## config.mk

```make
export PLATFORM = sky130hd
export DESIGN_NAME = mseq_barker_src
export DESIGN_NICKNAME = d
export VERILOG_FILES = /design/src/rtl/mseq_pkg.sv /design/src/rtl/lfsr_core.sv /design/src/rtl/mseq_barker_src.sv
export SDC_FILE = /design/constraint.sdc
export NUM_CORES = 1
export LEC_CHECK = 0
export CAP_MARGIN = 20
export CORE_MARGIN = 4
export CORE_UTILIZATION = 55
export CTS_CLUSTER_SIZE = 24
export DETAILED_ROUTE_END_ITERATION = 12
export GPL_TIMING_DRIVEN = 0
export PLACE_DENSITY = 0.82
export REMOVE_ABC_BUFFERS = 1
export SYNTH_ARGS = -nofsm -noshare
export SYNTH_HDL_FRONTEND = slang
export SYNTH_SLANG_ARGS = --single-unit
```

## constraint.sdc

```tcl
create_clock -name clk_fs -period 5.3 [get_ports clk_fs]
set_clock_uncertainty 0.15 [all_clocks]
set_input_delay 1.06 -clock clk_fs [delete_from_list [all_inputs] [get_ports clk_fs]]
set_output_delay 1.06 -clock clk_fs [all_outputs]
set_load 0.01 [all_outputs]
```

## src/rtl/mseq_pkg.sv

```systemverilog
// Shared constants and types for the Barker/m-sequence frame source.
// Barker code, FSM state encoding and bipolar symbol values.
package mseq_pkg;

  localparam logic [12:0] BARKER13 = 13'b1111100110101;

  typedef enum logic [1:0] {
    IDLE,
    BARKER,
    PAYLOAD
  } state_t;

  localparam logic [1:0] SYM_POS  = 2'b01;
  localparam logic [1:0] SYM_NEG  = 2'b11;
  localparam logic [1:0] SYM_IDLE = 2'b00;

  function automatic logic [1:0] sym_of(input logic b);
    return b ? SYM_POS : SYM_NEG;
  endfunction

endpackage

```

## src/rtl/lfsr_core.sv

```systemverilog
// Fibonacci LFSR, MSB out, shifting toward the MSB on each advance.
// An all-zero state reloads the seed on the next advance.
module lfsr_core #(
  parameter int                W    = 7,
  parameter logic [W-1:0]      TAPS = 7'b1100000,
  parameter logic [W-1:0]      SEED = 7'b0000001
) (
  input  logic clk,
  input  logic rst_n,
  input  logic adv,
  output logic bit_out
);

  localparam logic [W-1:0] ONE = {{(W-1){1'b0}}, 1'b1};
  localparam logic [W-1:0] SEED_EFF = (SEED == '0) ? ONE : SEED;

  logic [W-1:0] r_lfsr;

  always_ff @(posedge clk) begin
    if (!rst_n) begin
      r_lfsr <= SEED_EFF;
    end else if (adv) begin
      if (r_lfsr == '0) r_lfsr <= SEED_EFF;
      else r_lfsr <= {r_lfsr[W-2:0], ^(r_lfsr & TAPS)};
    end
  end

  assign bit_out = r_lfsr[W-1];

endmodule

```

## src/rtl/mseq_barker_src.sv

```systemverilog
// Frame source: 13-bit Barker preamble then PAYLOAD_LEN m-sequence bits.
// Optional frame counter port guarded by MSEQ_SRC_FRAME_CNT_EN.
module mseq_barker_src
  import mseq_pkg::*;
#(
  parameter int                    BIT_CYCLES  = 2,
  parameter int                    LFSR_WIDTH  = 7,
  parameter logic [LFSR_WIDTH-1:0] LFSR_TAPS   = 7'b1100000,
  parameter logic [LFSR_WIDTH-1:0] LFSR_SEED   = 7'b0000001,
  parameter int                    PAYLOAD_LEN = 127
) (
  input  logic        clk_fs,
  input  logic        rst_n,
  input  logic        en,
  output logic [1:0]  data_out,
  output logic        bit_strobe,
  output logic        frame_start,
  output logic        in_preamble
`ifdef MSEQ_SRC_FRAME_CNT_EN
  ,
  output logic [15:0] frame_cnt
`endif
);

  localparam logic [3:0]  DIV_LAST = 4'(BIT_CYCLES - 1);
  localparam logic [15:0] P_LAST   = 16'(PAYLOAD_LEN - 1);

  state_t      r_state;
  logic [3:0]  r_div;
  logic        r_arm;
  logic [3:0]  r_bidx;
  logic [15:0] r_pidx;

  logic        w_wrap;
  logic        w_adv;
  logic        w_lbit;
  logic [3:0]  w_bsel;

  assign w_wrap = en & r_arm & (r_div == DIV_LAST);
  assign w_bsel = 4'd11 - r_bidx;

  // LFSR steps exactly when a payload bit is loaded onto data_out.
  assign w_adv = w_wrap &
    (((r_state == BARKER) & (r_bidx == 4'd12)) |
     ((r_state == PAYLOAD) & (r_pidx != P_LAST)));

  lfsr_core #(
    .W    (LFSR_WIDTH),
    .TAPS (LFSR_TAPS),
    .SEED (LFSR_SEED)
  ) u_lfsr (
    .clk     (clk_fs),
    .rst_n   (rst_n),
    .adv     (w_adv),
    .bit_out (w_lbit)
  );

  always_ff @(posedge clk_fs) begin
    if (!rst_n) begin
      r_state     <= IDLE;
      r_div       <= '0;
      r_arm       <= 1'b0;
      r_bidx      <= '0;
      r_pidx      <= '0;
      data_out    <= SYM_IDLE;
      bit_strobe  <= 1'b0;
      frame_start <= 1'b0;
      in_preamble <= 1'b0;
`ifdef MSEQ_SRC_FRAME_CNT_EN
      frame_cnt   <= '0;
`endif
    end else begin
      bit_strobe  <= 1'b0;
      frame_start <= 1'b0;
      if (en) begin
        if (!r_arm) begin
          // First enabled edge only arms; the next one is a strobe slot.
          r_arm <= 1'b1;
          r_div <= DIV_LAST;
        end else begin
          r_div <= w_wrap ? 4'd0 : r_div + 4'd1;
        end
        if (w_wrap) begin
          bit_strobe <= 1'b1;
          unique case (r_state)
            IDLE: begin
              r_state     <= BARKER;
              r_bidx      <= '0;
              data_out    <= sym_of(BARKER13[12]);
              in_preamble <= 1'b1;
              frame_start <= 1'b1;
            end
            BARKER: begin
              if (r_bidx == 4'd12) begin
                r_state     <= PAYLOAD;
                r_pidx      <= '0;
                data_out    <= sym_of(w_lbit);
                in_preamble <= 1'b0;
              end else begin
                r_bidx   <= r_bidx + 4'd1;
                data_out <= sym_of(BARKER13[w_bsel]);
              end
            end
            PAYLOAD: begin
              if (r_pidx == P_LAST) begin
                r_state     <= BARKER;
                r_bidx      <= '0;
                data_out    <= sym_of(BARKER13[12]);
                in_preamble <= 1'b1;
                frame_start <= 1'b1;
`ifdef MSEQ_SRC_FRAME_CNT_EN
                frame_cnt   <= frame_cnt + 16'd1;
`endif
              end else begin
                r_pidx   <= r_pidx + 16'd1;
                data_out <= sym_of(w_lbit);
              end
            end
            default: r_state <= IDLE;
          endcase
        end
      end
    end
  end

endmodule

```

==> flow_summary.ini, run 1 <==
[detailed_routing]
remaining_drc_errors = 0
dr_vias_cell = 5.83
drt_pre_antenna_iters = 4
route.antenna.remaining_nets = 0
total_number_of_vias = 1785
drtIter0Drc = 69
drt-wirelength-per-cell_microns = 13.0
totalWireLength_microns = 3990

[critical_path]
critical_path_peak_fanout = 24
crit_required_ns = 5.38
setup.worst_path.start_class = input pin
reg2reg_setup_slack_ns = 2.55
crit_path_end_kind = flip-flop
worstPathArrival_ns = 3.68
crit_type = in -> reg

[final_layout]
ff_latch_area_sq_um = 781
layout.nets = 272
layout-drive-gt1-share = 0.0891
postLayoutCellArea_sq_mm = 0.00226
fill_cells = 324
multi_input_comb_area_sq_mm = 0.00119
finish.cell_count_without_fillers = 306
area.growth.synth_to_final_pct = 8.64
n_antenna_cell = 0

[job]
max-cap-violations = 0

[floorplanning]
die_w_microns = 69.6
std_cell_rows = 22
die_height_microns = 69.6
floorplan.initialDensity = 0.569
die_area_sq_mm = 0.00484
ioPinCount = 8
floorplan.core_area_sq_mm = 0.00366

[power_and_ir_drop]
total_switching_power_uw = 116
power.sequential.fraction = 0.565
power.switching_fraction = 0.221
static_leakage_power_nw = 0.793
internal_portion_of_total_power_uw = 410
fraction_of_power_consumed_by_combinational_cells = 0.055
irDropWorstVdd_v = 0.000176
p_per_area_mw_per_mm2 = 232
clock_power_share = 0.379
power_uw = 526

[sta]
setup_tns_ns = 0
slew_viol_final = 0
timing_worst_slew_pin_value_ns = 1.01
final_worst_path_period_need_ns = 3.59
fin_worst_hold_slack_ns = 0.325
final.period_utilization = 0.678
final-hold-violation-count = 0
setup-violations-final = 0
grt_setup_unrepaired = false
max_clk_rate_mhz = 278
slew_headroom = 0.329

[run_status]
status = completed

[synthesis]
yosys.cell_types.count = 48
synth_sequential_area_ratio = 0.375
syn_area_sq_mm = 0.00208
ys.flop_type = dfxtp_1
postSynthRegisterBits = 39
synth-warning-count = 0
synth_top_cells_by_area = dfxtp_1, o21ai_0, ha_1, nand2_1, nand3_1
syn-instance-count = 255
ys_async_sr_fraction = 0
synth_edf_count = 0
synth_top_cell_by_area = dfxtp_1
synth_top_area_share = 0.375
syn_avg_cell_area_sq_um = 8.17

[global_route]
grt_antenna_before_repair = 0
global_route.overflow_total = 0
grt_first_pass_wirelength_microns = 7020
pin_count_of_the_biggest_net_entering_global_routing = 25
first_global_vias = 1642
grt_usage = 0.173

[clocking]
sinks_on_clock_net = 39
postCtsSetupRepairBufs = 0
cts_tree = done
cts.hold.buffers_added = 0
cts.clk_slew.worst_paths_ns = 0.07
cts.htree.levels = 2
worstSkewPairLatency_ns = 0.29
gates_resized_cts_repair = 0
tritoncts_buffers = 5
max-clock-path-buffers = 2
clockRootBuffer = clkbuf_8

[place]
place_congestion = 0.738
port_buffer_count = 7
numPlacedInstances = 299
dpl_cell_area_sq_mm = 0.00218
dp_hpwl_microns = 2780

[min_path]
worstHoldPathType = reg -> reg
==> placed cells by master, fill, tap and decap left out, types with 2 or more instances in the layout <==
master           synthesis  final
clkbuf_8                 0      6
o21ai_0                 31     31
nor4_1                   3      3
ha_1                    11     11
nor2_1                  17     17
or3_1                    3      3
a21boi_0                 3      3
o21a_1                   2      2
and3_1                   6      6
o22ai_1                  2      2
nor2b_1                  3      3
nor3_1                   3      3
nand3_1                 18     18
a31oi_1                  3      3
dfxtp_1                 39     39
clkdlybuf4s50_1          0      7
and2_1                   3      3
a21oi_1                 13     13
nand4_1                 10     10
inv_1                   11     11
o21ai_2                  2      2
nand2_1                 30     30
o32ai_1                  2      2
or3b_2                   2      2
o31ai_1                  4      4
==> path summary, 6_finish.rpt <==
check        cells after the start                             to                           from
max reg2reg                      6        r_pidx[13]$_SDFFE_PN0P_        r_state[0]$_SDFFE_PN0P_
min reg2reg                      2  u_lfsr.r_lfsr[4]$_SDFFE_PN0P_  u_lfsr.r_lfsr[4]$_SDFFE_PN0P_
max                              6        r_pidx[13]$_SDFFE_PN0P_                          rst_n
min                              2  u_lfsr.r_lfsr[4]$_SDFFE_PN0P_  u_lfsr.r_lfsr[4]$_SDFFE_PN0P_
==> area by class of cell <==
| type | instances | area share |
|---|---|---|
| clock inverter | 1 | 0.00221 |
| inverter | 11 | 0.0182 |
| timing repair buffer | 9 | 0.0453 |
| sequential | 39 | 0.345 |
| multi-input combinational | 192 | 0.527 |
| clock buffer | 6 | 0.0365 |
| tap | 48 | 0.0265 |
==> power by group through the flow <==
stage | clock [mW] | combinational [mW] | sequential, mW
5_1_grt | 0.221 | 0.0327 | 0.297
6_report | 0.199 | 0.0291 | 0.297
4_1_cts | 0.207 | 0.0290 | 0.297
2_1_floorplan | 0 | 0.0155 | 0.304
3_5_place_dp | 0 | 0.0288 | 0.304
3_3_place_gp | 0 | 0.0261 | 0.304
==> state kept, by name, indices dropped and copies added (netlist names) <==
signal / count
in_preamble: 1
r_pidx: 16
r_div: 4
data_out: 2
r_bidx: 4
frame_start: 1
r_arm: 1
u_lfsr.r_lfsr: 7
bit_strobe: 1
r_state: 2
==> synth_stat cells, types with 3 or more instances <==
library cell	number
nand3_1	18
a21boi_0	3
a31oi_1	3
o21ai_0	31
nand4_1	10
nor2b_1	3
dfxtp_1	39
clkbuf_1	8
nor3_1	3
inv_1	11
o31ai_1	4
a21oi_1	13
and3_1	6
or3_1	3
nand2_1	30
nor2_1	17
nor4_1	3
ha_1	11
and2_1	3
==> critical path, stage by stage <==
cell and delay, ns:
clkdlybuf4s50_1 0.86, buf_16 0.23, nand2_1 0.25, o2bb2ai_1 0.90, o21bai_1 0.22, a22o_1 0.14
==> layer usage <==
layer  share of wire  routed length, microns  global-route usage
met5               0                       0                   0
met4           0.018                      72              0.0542
met3           0.035                     140              0.0478
met2            0.46                    1830               0.287
met1            0.49                    1940               0.218
==> metrics by stage <==
step	util	setup WS, ns
after CTS	0.619	1.74
final	0.619	1.71
after global placement	0.586	0.930
after floorplan	-	2.60
after global routing	0.619	1.58
after detailed placement	0.595	1.46
==> logic make-up after synthesis <==
group                      count (synthesis)  synth area share
adders and majority gates                 11            0.0660
buffers and inverters                     24            0.0534
and+or+nand+nor                          108             0.280
xor gates and xnor gates                   1           0.00420
DFF                                       39             0.375
AOI/OAI and AO/OA                         72             0.222
No activity file was read; power rests on OpenSTA's default activity.
==> run 2: changes to the inputs <==
Settings changed: CORE_UTILIZATION 55 to 54, PLACE_DENSITY 0.82 to 0.84.
Clock period 5.3 ns to 3.2 ns, I/O delays scaled along.
==> run 2 against run 1 <==
Global-route usage rose by 0.72 points. Clock power rose by 81%. Sequential share of layout area is 0.28 points lower. Largest power group unchanged.
==> flow_summary.ini, run 2 (synthesis results as in run 1) <==
[place]
dpl_cell_area_sq_mm = 0.00218
place_congestion = 0.755
dp_hpwl_microns = 2790
port_buffer_count = 7

[clocking]
cts_tree = done
gates_resized_cts_repair = 0
max-clock-path-buffers = 2
clockRootBuffer = clkbuf_8
cts.hold.buffers_added = 0
worstSkewPairLatency_ns = 0.29
postCtsSetupRepairBufs = 0
cts.clk_slew.worst_paths_ns = 0.07
cts.htree.levels = 2
tritoncts_buffers = 5
sinks_on_clock_net = 39

[critical_path]
worst_r2r_startpoint = r_pidx[0]$_SDFFE_PN0P_
timing.reg2reg.worst_path_depth = 8
timing.rr.end = u_lfsr.r_lfsr[0]$_SDFFE_PN1P_
crit_path_end_kind = flip-flop
critical_path_peak_fanout = 27
crit_type = in -> reg
worstPathArrival_ns = 2.89
crit_required_ns = 3.27
setup.worst_path.start_class = input pin
reg2reg_setup_slack_ns = 0.75

[floorplanning]
ioPinCount = 8
die_height_microns = 70.1
std_cell_rows = 22
floorplan.core_area_sq_mm = 0.00369
floorplan.initialDensity = 0.565
die_w_microns = 70.1
die_area_sq_mm = 0.00492

[power_and_ir_drop]
irDropWorstVdd_v = 0.000270
static_leakage_power_nw = 0.798
p_per_area_mw_per_mm2 = 395

[sta]
max_clk_rate_mhz = 354
setup-violations-final = 0
grt_setup_unrepaired = false
slew_headroom = 0.566
slew_viol_final = 0
setup_tns_ns = 0
timing_worst_slew_pin_value_ns = 0.648
fin_worst_hold_slack_ns = 0.325
final-hold-violation-count = 0
final_worst_path_period_need_ns = 2.82
final.period_utilization = 0.882

[final_layout]
postLayoutCellArea_sq_mm = 0.00228
most_common_cell_after_layout_fill_and_taps_aside = dfxtp_1
area.growth.synth_to_final_pct = 9.54
layout.nets = 272
largest-register = r_pidx
n_antenna_cell = 0
layout-drive-gt1-share = 0.0927
layout.cells.most_common_list = dfxtp_1, o21ai_0, nand2_1
largest_register_ff_count = 16
largestRegisters = r_pidx (16), u_lfsr.r_lfsr (7)

[run_status]
status = completed

[detailed_routing]
drt_pre_antenna_iters = 5
route.antenna.remaining_nets = 0
drt-wirelength-per-cell_microns = 13.3
drtIter0Drc = 97
dr_vias_cell = 5.90
total_number_of_vias = 1811
remaining_drc_errors = 0
totalWireLength_microns = 4070

[global_route]
first_global_vias = 1674
grt_most_used_layer = met2
grt_first_pass_wirelength_microns = 7250
grt_antenna_before_repair = 0
pin_count_of_the_biggest_net_entering_global_routing = 28
grt_use_met1 = 0.222
gr-usage-met2 = 0.300
grtUsageMet3 = 0.0475
grt_usage = 0.180
global_route.overflow_total = 0

[min_path]
worstHoldPathType = reg -> reg
hold_path.startpoint = u_lfsr.r_lfsr[2]$_SDFFE_PN0P_
worstHoldPathCells = 2
min_to = u_lfsr.r_lfsr[2]$_SDFFE_PN0P_

[job]
max-cap-violations = 0
[run 2: worst max path at each step]
stage	slack, ns	end	from
floorplan	0.85	u_lfsr.r_lfsr[0]$_SDFFE_PN1P_	r_pidx[0]$_SDFFE_PN0P_
global placement	-0.74	r_pidx[13]$_SDFFE_PN0P_	rst_n
detailed placement	-0.19	r_pidx[13]$_SDFFE_PN0P_	rst_n
CTS	0.12	r_pidx[13]$_SDFFE_PN0P_	rst_n
global route	0.18	r_pidx[8]$_SDFFE_PN0P_	rst_n
finish	0.38	r_pidx[8]$_SDFFE_PN0P_	rst_n
[run 2: layer usage]
layer,up-vias,share of wire
met5,-,0
met4,0,0.015
met3,7,0.023
met2,14,0.48
met1,862,0.48
li1,928,-
[run 2: metrics by stage]
step,utilization,setup WS (ns),power [mW],std cells
6_report,0.619,0.379,0.901,307
5_1_grt,0.619,0.184,0.942,307
4_1_cts,0.617,0.117,0.915,307
3_5_place_dp,0.590,-0.192,0.552,299
3_3_place_gp,0.581,-0.742,0.547,297
2_1_floorplan,-,0.846,0.529,242
[run 2: layout make-up]
| cell class | instances | area (sq um) |
|---|---|---|
| Clock buffer | 8 | 100 |
| Timing Repair Buffer | 9 | 103 |
| Fill cell | 331 | 1410 |
| Multi-Input combinational cell | 192 | 1200 |
| Inverter | 11 | 41.3 |
| Tap cell | 48 | 60.1 |
| Sequential cell | 39 | 781 |
[run 2: worst max-delay path, cell delays in order]
cell and delay [ns]:
clkdlybuf4s50_1 0.80, buf_16 0.23, nand2_1 0.27, nor3_2 0.60, nand4_1 0.16, o21ai_0 0.18
[run 2: power breakdown]
group,switching [mW],total (mW),internal (mW),leakage [nW]
clock network,0.163,0.360,0.197,0.0515
registers,0.00327,0.492,0.489,0.315
logic,0.0281,0.0490,0.0209,0.432
total,0.195,0.901,0.707,0.798
